===== config.mk =====
export PLATFORM = sky130hd
export DESIGN_NAME = prio_intr_ctrl
export DESIGN_NICKNAME = d
export VERILOG_FILES = /design/src/rtl/prio_intr_pkg.sv /design/src/rtl/prio_intr_arb.sv /design/src/rtl/prio_intr_ctrl.sv
export SDC_FILE = /design/constraint.sdc
export NUM_CORES = 1
export LEC_CHECK = 0
export CORE_ASPECT_RATIO = 1.2
export CORE_UTILIZATION = 55
export DETAILED_ROUTE_END_ITERATION = 7
export GPL_ROUTABILITY_DRIVEN = 1
export MAX_ROUTING_LAYER = met4
export PLACE_DENSITY = 0.76
export SLEW_MARGIN = 20
export SYNTH_ARGS = -nofsm -noshare
export SYNTH_HDL_FRONTEND = slang
export SYNTH_SLANG_ARGS = --single-unit
export TNS_END_PERCENT = 1

===== constraint.sdc =====
create_clock -name pclk_i -period 35.1 [get_ports pclk_i]
set_input_delay 10.53 -clock pclk_i [delete_from_list [all_inputs] [get_ports pclk_i]]
set_output_delay 10.53 -clock pclk_i [all_outputs]
set_load 0.01 [all_outputs]

===== src/rtl/prio_intr_pkg.sv =====
// Shared definitions for the priority interrupt controller: register map,
// FSM state encoding and the CURRENT register layout.
package prio_intr_pkg;

  localparam int REG_ENABLE    = 0;
  localparam int REG_MODE      = 1;
  localparam int REG_PENDING   = 2;
  localparam int REG_THRESHOLD = 3;
  localparam int REG_CURRENT   = 4;
  localparam int REG_PRI_BASE  = 8;

  localparam int CUR_VALID_BIT = 31;

  typedef enum logic [1:0] {
    ST_IDLE    = 2'd0,
    ST_PRESENT = 2'd1,
    ST_RELEASE = 2'd2
  } state_e;

endpackage


===== src/rtl/prio_intr_arb.sv =====
// Combinational N-way max-priority selector; ties resolve to the lowest index.
module prio_intr_arb #(
  parameter int NUM       = 16,
  parameter int PRI_WIDTH = 4,
  parameter int ID_WIDTH  = 4
) (
  input  logic [NUM-1:0]           eligible_i,
  input  logic [NUM*PRI_WIDTH-1:0] pri_i,
  output logic                     any_eligible_o,
  output logic [ID_WIDTH-1:0]      winner_id_o
);

  logic [PRI_WIDTH-1:0] best_pri;

  // Strictly-greater compare keeps the earlier (lower) index on equal priority.
  always_comb begin
    any_eligible_o = 1'b0;
    winner_id_o    = '0;
    best_pri       = '0;
    for (int i = 0; i < NUM; i++) begin
      if (eligible_i[i] &&
          (!any_eligible_o || (pri_i[i*PRI_WIDTH +: PRI_WIDTH] > best_pri))) begin
        any_eligible_o = 1'b1;
        best_pri       = pri_i[i*PRI_WIDTH +: PRI_WIDTH];
        winner_id_o    = ID_WIDTH'(i);
      end
    end
  end

endmodule


===== src/rtl/prio_intr_ctrl.sv =====
// APB-programmed priority interrupt controller presenting one winning source
// at a time to the processor through a valid/serviced handshake.
module prio_intr_ctrl
  import prio_intr_pkg::*;
#(
  parameter int NUM_PHES   = 16,
  parameter int PRI_WIDTH  = 4,
  parameter int ID_WIDTH   = $clog2(NUM_PHES),
  parameter int DATA_WIDTH = 32,
  parameter int ADDR_WIDTH = 6
) (
  input  logic                  pclk_i,
  input  logic                  prst_i,
  input  logic [ADDR_WIDTH-1:0] paddr_i,
  input  logic                  psel_i,
  input  logic                  penable_i,
  input  logic                  pwrite_i,
  input  logic [DATA_WIDTH-1:0] pwdata_i,
  output logic [DATA_WIDTH-1:0] prdata_o,
  output logic                  pready_o,
  output logic                  perror_o,
  input  logic [NUM_PHES-1:0]   intr_active_i,
  output logic                  intr_valid_o,
  output logic [ID_WIDTH-1:0]   intrt_to_be_serviced_o,
  input  logic                  intrt_serviced_i
);

  logic                  access, mapped, wr_en, rd_en, pri_hit;
  logic [ADDR_WIDTH-1:0] pri_off;
  logic [ID_WIDTH-1:0]   pri_sel;
  logic [DATA_WIDTH-1:0] rdata;
  logic                  unused_pwdata;

  logic [NUM_PHES-1:0]   enable_q, enable_d, mode_q, mode_d;
  logic [NUM_PHES-1:0]   pending_q, pending_d, hist_q;
  logic [NUM_PHES-1:0]   w1c, svc_clr, rise, eligible;
  logic [PRI_WIDTH-1:0]  thresh_q, thresh_d;
  logic [PRI_WIDTH-1:0]  pri_q [NUM_PHES];
  logic [PRI_WIDTH-1:0]  pri_d [NUM_PHES];
  logic [NUM_PHES*PRI_WIDTH-1:0] pri_flat;

  state_e                state_q, state_d;
  logic                  valid_q, valid_d;
  logic [ID_WIDTH-1:0]   id_q, id_d;
  logic [DATA_WIDTH-1:0] prdata_q, prdata_d;
  logic                  any_elig;
  logic [ID_WIDTH-1:0]   win_id;

  assign unused_pwdata = ^pwdata_i;

  assign access   = psel_i & penable_i;
  assign pri_off  = paddr_i - ADDR_WIDTH'(REG_PRI_BASE);
  assign pri_hit  = (paddr_i >= ADDR_WIDTH'(REG_PRI_BASE)) &&
                    (pri_off < ADDR_WIDTH'(NUM_PHES));
  assign pri_sel  = pri_off[ID_WIDTH-1:0];
  assign mapped   = pri_hit || (paddr_i <= ADDR_WIDTH'(REG_CURRENT));
  assign wr_en    = access & pwrite_i & mapped;
  assign rd_en    = access & ~pwrite_i;
  assign pready_o = access;
  assign perror_o = access & ~mapped;

  always_comb begin
    rdata = '0;
    if (pri_hit) begin
      rdata[PRI_WIDTH-1:0] = pri_q[pri_sel];
    end else begin
      case (paddr_i)
        ADDR_WIDTH'(REG_ENABLE):    rdata[NUM_PHES-1:0]  = enable_q;
        ADDR_WIDTH'(REG_MODE):      rdata[NUM_PHES-1:0]  = mode_q;
        ADDR_WIDTH'(REG_PENDING):   rdata[NUM_PHES-1:0]  = pending_q;
        ADDR_WIDTH'(REG_THRESHOLD): rdata[PRI_WIDTH-1:0] = thresh_q;
        ADDR_WIDTH'(REG_CURRENT): begin
          rdata[CUR_VALID_BIT]  = valid_q;
          rdata[ID_WIDTH-1:0]   = id_q;
        end
        default: ;
      endcase
    end
    prdata_d = rd_en ? rdata : prdata_q;
  end

  always_comb begin
    enable_d = enable_q;
    mode_d   = mode_q;
    thresh_d = thresh_q;
    pri_d    = pri_q;
    w1c      = '0;
    if (wr_en) begin
      if (pri_hit) begin
        pri_d[pri_sel] = pwdata_i[PRI_WIDTH-1:0];
      end else begin
        case (paddr_i)
          ADDR_WIDTH'(REG_ENABLE):    enable_d = pwdata_i[NUM_PHES-1:0];
          ADDR_WIDTH'(REG_MODE):      mode_d   = pwdata_i[NUM_PHES-1:0];
          ADDR_WIDTH'(REG_PENDING):   w1c      = pwdata_i[NUM_PHES-1:0];
          ADDR_WIDTH'(REG_THRESHOLD): thresh_d = pwdata_i[PRI_WIDTH-1:0];
          default: ;
        endcase
      end
    end
  end

  // Edge bits: a fresh rising edge overrides any clear landing in the same cycle.
  assign rise      = intr_active_i & ~hist_q;
  assign pending_d = (mode_q & ((pending_q & ~(w1c | svc_clr)) | rise)) |
                     (~mode_q & intr_active_i);

  always_comb begin
    eligible = '0;
    pri_flat = '0;
    for (int i = 0; i < NUM_PHES; i++) begin
      eligible[i] = pending_q[i] & enable_q[i] & (pri_q[i] > thresh_q);
      pri_flat[i*PRI_WIDTH +: PRI_WIDTH] = pri_q[i];
    end
  end

  prio_intr_arb #(
    .NUM       (NUM_PHES),
    .PRI_WIDTH (PRI_WIDTH),
    .ID_WIDTH  (ID_WIDTH)
  ) u_arb (
    .eligible_i     (eligible),
    .pri_i          (pri_flat),
    .any_eligible_o (any_elig),
    .winner_id_o    (win_id)
  );

  always_comb begin
    state_d = state_q;
    valid_d = valid_q;
    id_d    = id_q;
    svc_clr = '0;
    case (state_q)
      ST_IDLE: begin
        if (any_elig) begin
          id_d    = win_id;
          valid_d = 1'b1;
          state_d = ST_PRESENT;
        end
      end
      ST_PRESENT: begin
        if (intrt_serviced_i) begin
          svc_clr[id_q] = 1'b1;
          valid_d       = 1'b0;
          state_d       = ST_RELEASE;
        end
      end
      ST_RELEASE: state_d = ST_IDLE;
      default: begin
        valid_d = 1'b0;
        state_d = ST_IDLE;
      end
    endcase
  end

  always_ff @(posedge pclk_i or negedge prst_i) begin
    if (!prst_i) begin
      enable_q  <= '0;
      mode_q    <= '0;
      pending_q <= '0;
      hist_q    <= '0;
      thresh_q  <= '0;
      for (int i = 0; i < NUM_PHES; i++) pri_q[i] <= '0;
      state_q   <= ST_IDLE;
      valid_q   <= 1'b0;
      id_q      <= '0;
      prdata_q  <= '0;
    end else begin
      enable_q  <= enable_d;
      mode_q    <= mode_d;
      pending_q <= pending_d;
      hist_q    <= intr_active_i;
      thresh_q  <= thresh_d;
      pri_q     <= pri_d;
      state_q   <= state_d;
      valid_q   <= valid_d;
      id_q      <= id_d;
      prdata_q  <= prdata_d;
    end
  end

  assign prdata_o               = prdata_q;
  assign intr_valid_o           = valid_q;
  assign intrt_to_be_serviced_o = id_q;

endmodule


# Yosys cells after proc, flatten, opt, wreduce, memory -nomap -nowiden
# Cells that the tools add are included.
[word_totals]
reg_bits = 156
input_bits = 60
out_inout_bits = 39
wordCells = 253
[classes]
add_sub_neg = 1
order_cmp = 38
n_eq_ne = 8
n_mux = 71
n_bitwise = 52
reduce_logical = 58
[ops]
columns = ["operator", "n"]
rows = [
  ["> comparator 4 bit", 31],
  ["2-to-1 mux 4 bit", 27],
  ["2-to-1 mux 16 bit", 5],
  ["AND 16 bit", 4],
  ["bitwise mux 64 bit", 1],
  ["NOT 16 bit", 3],
  ["OR 16 bit", 3],
  ["AND 1 bit", 37],
  ["one-hot mux 12 bit (3 select lines)", 1],
  ["2-to-1 mux 1 bit", 22],
  ["one-hot mux 4 bit (5 select lines)", 1],
  ["logical AND 1 bit", 18],
  ["binary-select mux 4 bit (select 4 bit)", 1],
  ["demux 4 bit (select 4 bit)", 1],
  ["logical OR 1 bit", 16],
  ["zero test 1 bit", 15],
  ["== test 6 x 2 -> 1 bit, second input constant", 2],
  ["2-to-1 mux 12 bit", 1],
  ["2-to-1 mux 3 bit", 4],
  ["AND reduction 3 bit", 4],
  ["2-to-1 mux 2 bit", 4],
  ["== test 6 x 1 -> 1 bit, second input constant", 1],
  ["== test 6 x 3 -> 1 bit, second input constant", 1],
  [">= comparator 6 x 4 -> 1 bit, second input constant", 1],
  ["18 further kinds", 24],
]

# Logic depth before layout (Yosys ltp)
[logic_depth]
ltp_word = 65
depth_mapped = 136
ltp_nobuf = 133

# By module
# From an unflattened synthesis, not the netlist that was laid out.
[unflattened]
hier_cells = 1184
hier_area_um2 = 11878.9
[by_module_without_submodules]
columns = ["module", "n_inst", "cells_each", "area_each_um2", "seq_area_each_um2"]
rows = [
  ["prio_intr_ctrl", 1, 744, 8700.8, 3903.7],
  ["prio_intr_arb", 1, 440, 3178.0, 0.0],
]

# Least setup slack after synthesis
# OpenSTA, ideal clock, no wires.
[synth_timing]
kind = "input to output"
start = "input port paddr_i[2]"
end = "output port perror_o"
arrival_ps = 12199
required_ps = 24570
setup_slack_ps = 12371
stages = 8
path_buffers = 2
path_cell_list = "clkbuf_1 clkinv_1 a311oi_1 nor3_1 a21oi_1 nor2b_1 clkbuf_1 nor4b_1"
[synth_between]
elab_chain_cells = 6
elab_cells_between_ends = 8
[synth_lines]
columns = ["item", "line_no", "source"]
rows = [
  ["start: declaration", "prio_intr_ctrl.sv:14", "input logic [ADDR_WIDTH-1:0] paddr_i,"],
  ["subtractor 6 x 4 -> 6 bit", "prio_intr_ctrl.sv:52", "assign pri_off = paddr_i - ADDR_WIDTH'(REG_PRI_BASE);"],
  ["< comparator 6 x 5 -> 1 bit", "prio_intr_ctrl.sv:54", "(pri_off < ADDR_WIDTH'(NUM_PHES));"],
  ["logical AND 1 bit", "prio_intr_ctrl.sv:53", "assign pri_hit = (paddr_i >= ADDR_WIDTH'(REG_PRI_BASE)) &&"],
  ["logical OR 1 bit *", "prio_intr_ctrl.sv:56", "assign mapped = pri_hit || (paddr_i <= ADDR_WIDTH'(REG_CURRENT));"],
  ["NOT 1 bit *", "prio_intr_ctrl.sv:60", "assign perror_o = access & ~mapped;"],
  ["AND 1 bit *", "prio_intr_ctrl.sv:60", ""],
  ["end: declaration", "prio_intr_ctrl.sv:21", "output logic perror_o,"],
]
# Mark *: on every way between the ends. The rest lies on a longest branch, timed or not.

# Worst setup path after layout
[layout_timing]
start = "register thresh_q[3]"
end = "register id_q[2], in the netlist intrt_to_be_serviced_o[2]"
[layout_between]
elab_chain_cells = 64
elab_cells_between_ends = 136
[layout_lines]
columns = ["item", "line_no", "source"]
rows = [
  ["start: declaration", "prio_intr_ctrl.sv:37", "logic [PRI_WIDTH-1:0] thresh_q, thresh_d;"],
  ["start signal: assignment", "prio_intr_ctrl.sv:173", "thresh_q <= thresh_d;"],
  ["> comparator 4 bit", "prio_intr_ctrl.sv:112", "eligible[i] = pending_q[i] & enable_q[i] & (pri_q[i] > thresh_q);"],
  ["AND 1 bit", "prio_intr_ctrl.sv:112", ""],
  ["2-to-1 mux 4 bit or 2-to-1 mux 1 bit (tied branches)", "prio_intr_arb.sv:21", "if (eligible_i[i] &&"],
  ["> comparator 4 bit or zero test 1 bit (tied branches)", "prio_intr_arb.sv:22", "(!any_eligible_o || (pri_i[i*PRI_WIDTH +: PRI_WIDTH] > best_pri))) begin"],
  ["logical OR 1 bit", "prio_intr_arb.sv:22", ""],
  ["logical AND 1 bit", "prio_intr_arb.sv:21", ""],
  ["2-to-1 mux 4 bit or 2-to-1 mux 1 bit (tied branches)", "prio_intr_arb.sv:21", ""],
  ["> comparator 4 bit or zero test 1 bit (tied branches)", "prio_intr_arb.sv:22", ""],
  ["[... 48 more ...]", "--", ""],
  ["logical OR 1 bit", "prio_intr_arb.sv:22", ""],
  ["logical AND 1 bit", "prio_intr_arb.sv:21", ""],
  ["2-to-1 mux 4 bit or 2-to-1 mux 1 bit (tied branches)", "prio_intr_arb.sv:21", ""],
  ["> comparator 4 bit or zero test 1 bit (tied branches)", "prio_intr_arb.sv:22", ""],
  ["logical OR 1 bit", "prio_intr_arb.sv:22", ""],
  ["logical AND 1 bit", "prio_intr_arb.sv:21", ""],
  ["2-to-1 mux 1 bit", "prio_intr_arb.sv:21", ""],
  ["AND reduction 2 bit (no line)", "--", ""],
  ["end signal: assignment", "prio_intr_ctrl.sv:177", "id_q <= id_d;"],
  ["end: declaration", "prio_intr_ctrl.sv:44", "logic [ID_WIDTH-1:0] id_q, id_d;"],
]
# Parallel ways exist; a longest one is shown, timed or not.
# A chain may end at the register's enable or synchronous reset.

==> results by stage <==
Clocking:
- After clock tree synthesis, the setup repair step added 0 buffers.
- The TritonCTS clock tree is built.
- The CTS buffer count is 17.
- The worst-skew pair later-pin latency is about 440 ps.
- The number of buffers inserted by hold repair at cts is 0.
- The H-tree generated during clock tree synthesis spans 4 levels.
- The number of clock sinks seen by CTS is about 160.
- Clock-pin slew was measured on the worst setup and hold paths at 80 ps.
- The clock passes through at most 2 buffers.
- Post-CTS repair changed the size of 0 cells.
- In this run the clock root is driven by a sky130_fd_sc_hd__clkbuf_16.

GRT:
- In the global route stage, overall resource usage came out at approximately 32%.
- The total overflow left after global routing is 0.
- The global-route wire length before repair is 52,090 microns.
- The number of global-route vias before repair was roughly 9,700.
- The initial antenna violation count is 1.
- The pin count of the biggest net entering global routing is 85.

Die:
- The number of standard-cell rows in the floorplan is 58.
- Measured along the y axis, the die boundary spans 161.5 microns.
- The core region is between 20,000 and 25,000 sq um.
- The area of the die is between 20,000 and 25,000 sq um.
- In this run the count of I/O pins placed on the die edge is roughly 100.
- Once the floorplan was initialized, standard cells occupied a little under three fifths of the core.
- The die width is 134.9 microns.

Logic synthesis:
- After synthesis, the mean cell area works out to 10.22 sq um.
- The post-synthesis sequential element count is 156.
- Yosys mapped the design onto 95 distinct sky130hd cell types.
- The share of synthesized registers carrying an async set or reset is between 90% and 100%.
- In the synthesized netlist, the cells that appear most often are sky130_fd_sc_hd__dfrtp_1 (156), sky130_fd_sc_hd__ha_1 (119), sky130_fd_sc_hd__mux2_2 (103).
- The main flop type after synthesis is sky130_fd_sc_hd__dfrtp_1.
- In this run, synthesis inferred 0 flip-flops with an integrated enable.
- Synthesis produced a netlist whose cell count is 1,141.
- The share of the synthesized area in the top cell type is about a third.
- Summing the sequential cell areas from Yosys gives 33.48% of the chip area.
- The leading area contributor after synthesis is sky130_fd_sc_hd__dfrtp_1.
- The Yosys warning count is 0.
- The synthesized netlist occupies a cell area of 11,660 sq um.
- Sorting the synthesized cells by area gives the leading types as sky130_fd_sc_hd__dfrtp_1 (33%), sky130_fd_sc_hd__ha_1 (13%), sky130_fd_sc_hd__mux2_2 (9.9%), sky130_fd_sc_hd__mux4_2 (4.6%), sky130_fd_sc_hd__nand2_1 (3.3%).
- The most common cell in the synthesized netlist is sky130_fd_sc_hd__dfrtp_1.

STA:
- The post-route fraction of the period consumed by the critical path is about three quarters.
- The final worst hold slack is just over 500 ps.
- The number of hold violations in the final report is 0.
- The transition time of the tightest slew-check pin is about 1100 ps.
- The count of endpoints failing setup in the final report is 0.
- The max-slew violation count is 0.
- The summed negative setup slack over all endpoints is 0 ps.
- Timing would allow up to 0.03754 GHz.
- For the finished layout, the period the worst path requires is approximately 27,000 ps.
- Setup repair after global routing left no endpoint under its margin.
- The headroom to the max-slew limit is 25.77%.
- The clock arrives with ~15 ps of skew.

Worst setup path:
- The worst setup path category is reg2reg.
- The worst register-to-register path ends at intrt_to_be_serviced_o[2].
- The delay of the slowest cell on the worst path is approximately 750 ps.
- The data required time of the worst path is 35,370 ps.
- The slowest cell on the critical path is sky130_fd_sc_hd__a221oi_1.
- STA puts the critical path data arrival time at roughly 27,000 ps.
- The cell repeated most along the worst path is sky130_fd_sc_hd__ha_1.
- The worst register-to-register path has a setup slack of 8460 ps.
- The startpoint identified for the worst register-to-register timing path is thresh_q[3].
- For the worst flop-to-flop path, the logic depth is 127.
- The worst setup path is launched from a flop.
- Along the worst path, the maximum fanout reaches 16.
- STA classifies the critical path endpoint as a flop.

Power:
- The total power draw is 0.5055 mW.
- The power per unit of standard cell area is a little under 40 nW/um^2.
- The total leakage power is approximately 5.8 nW.
- IR analysis of the VDD net gives a maximum drop of roughly 0.039 mV.

Run:
- The max-capacitance violation count is 0.

Final layout:
- The post-route netlist has 18.11% of its cells at a drive strength greater than 1.
- The net count of the finished layout is ~1,400.
- The count of placed standard cells in the final layout, fillers left out is around 1,500.
- The number of filler instances in the final layout is 1,713.
- The area growth from synthesis to layout is 12.13%.
- The cell area after layout is 13,070 sq um.
- The register area is about 4000 sq um.
- Summing all multi-input logic gate instances after layout gives roughly 7300 sq um.

Route:
- The count of unresolved DRC violations after routing is 0.
- Summed over all layers, the routed wires come to about 33,000 microns.
- The via count is about 9,800.
- After detailed routing, the average wire length per cell comes to about 22 microns.
- The starting DRC count in detailed routing is between 700 and 800.
- For this run, the detailed router's first-pass iteration total came to 5.
- The count of antenna-violating nets left after detailed routing is 0.
- The via density per instance is about 6.6.

Outcome:
- The run finished with clean final reports.

Min path:
- Counting instances, the worst hold path has a depth of 1.
- The hold path startpoint is prdata_o[12].
- The hold-critical path endpoint is prdata_o[12].
- The path class of the lowest-slack min-delay path is reg2reg.

Place:
- The HPWL after detailed placement is 23,980 microns.
- The number of port buffers is 67.
- The placement-stage cell area is between 10,000 and 15,000 sq um.
- The number of placed cells counting well taps is approximately 1,400.
- The final weighted congestion of routability-driven global placement is about 0.95.
-- logic make-up (layout without fill, tap and decap cells) --
family	after synthesis	in the layout	synth area share, %
buffers and inverters	112	166	4.464
and+or+nand+nor	300	300	13.38
muxes	142	142	15.87
other	1	16	0.03216
adders and majority gates	120	120	12.87
DFF	156	156	33.48
AOI/OAI and AO/OA	310	310	19.91
-- how the worst max path moves through the flow --
stage | startpoint | endpoint | slack, ps | cells after the start
6_report | thresh_q[3] | intrt_to_be_serviced_o[2] | 8460 | 127
2_1_floorplan | paddr_i[2] | perror_o | 12370 | 8
4_1_cts | thresh_q[3] | intrt_to_be_serviced_o[2] | 8830 | 126
3_5_place_dp | thresh_q[3] | intrt_to_be_serviced_o[3] | 8910 | 126
3_3_place_gp | thresh_q[3] | intrt_to_be_serviced_o[2] | 9550 | 124
5_1_grt | thresh_q[3] | intrt_to_be_serviced_o[2] | 6540 | 128
-- cells in the final DEF (no fill, tap or decap), drive strengths merged, types with 15 or more instances in the layout --
| master | n |
|---|---|
| a21o | 32 |
| a21oi | 55 |
| a22o | 15 |
| clkbuf | 17 |
| clkdlybuf4s50 | 64 |
| conb | 15 |
| dfrtp | 156 |
| ha | 119 |
| inv | 64 |
| mux2 | 103 |
| mux2i | 15 |
| mux4 | 24 |
| nand2 | 102 |
| nand3 | 32 |
| nand4 | 25 |
| nor2 | 37 |
| nor2b | 32 |
| nor3 | 16 |
| o211ai | 22 |
| o21a | 26 |
| o21ai | 48 |
-- layer usage --
metal	wire, microns	up-vias	GRT usage, %
met4	1870	0	17.11
met5	0	-	-
met2	16160	386	52.60
li1	-	4447	-
met3	1598	118	4.080
met1	13160	4817	38.41
-- area by class of cell --
| class | instances | share of cell area (%) |
|---|---|---|
| well taps | 270 | 2.584 |
| clock inverters | 15 | 1.168 |
| flip-flops and latches | 156 | 29.86 |
| clock buffers | 17 | 3.254 |
| diodes | 1 | 0.01914 |
| multi-input cells | 887 | 55.81 |
| repair buffers | 77 | 5.666 |
| inverters | 57 | 1.637 |
-- power breakdown --
part	switching (mW)	internal, mW
sequential	0.0182	0.191
combinational	0.0623	0.0505
clock	0.0891	0.0949
-- worst max-delay path: cells and delay by family (launching register included) --
kind / cells / cell delay, ps
and+or+nand+nor: 39 / 5270
buffers and inverters: 5 / 740
DFF: 1 / 410
AOI/OAI and AO/OA: 64 / 14080
muxes: 2 / 850
adders and majority gates: 17 / 5130
-- registers in the layout, summed over array words and instances, names as in the netlist --
| name | flops |
|---|---|
| intr_valid_o | 1 |
| pri_flat | 64 |
| state_q | 2 |
| intrt_to_be_serviced_o | 4 |
| enable_q | 16 |
| prdata_o | 17 |
| mode_q | 16 |
| hist_q | 16 |
| thresh_q | 4 |
| pending_q | 16 |
-- per-stage QoR --
step	setup WS, ps	util (%)
after CTS	8832	62.51
final	8464	62.55
after global placement	9553	59.75
after detailed placement	8915	59.75
after floorplan	12370	-
after global routing	6537	62.55
Note: power is estimated with default switching activity, not from simulation.
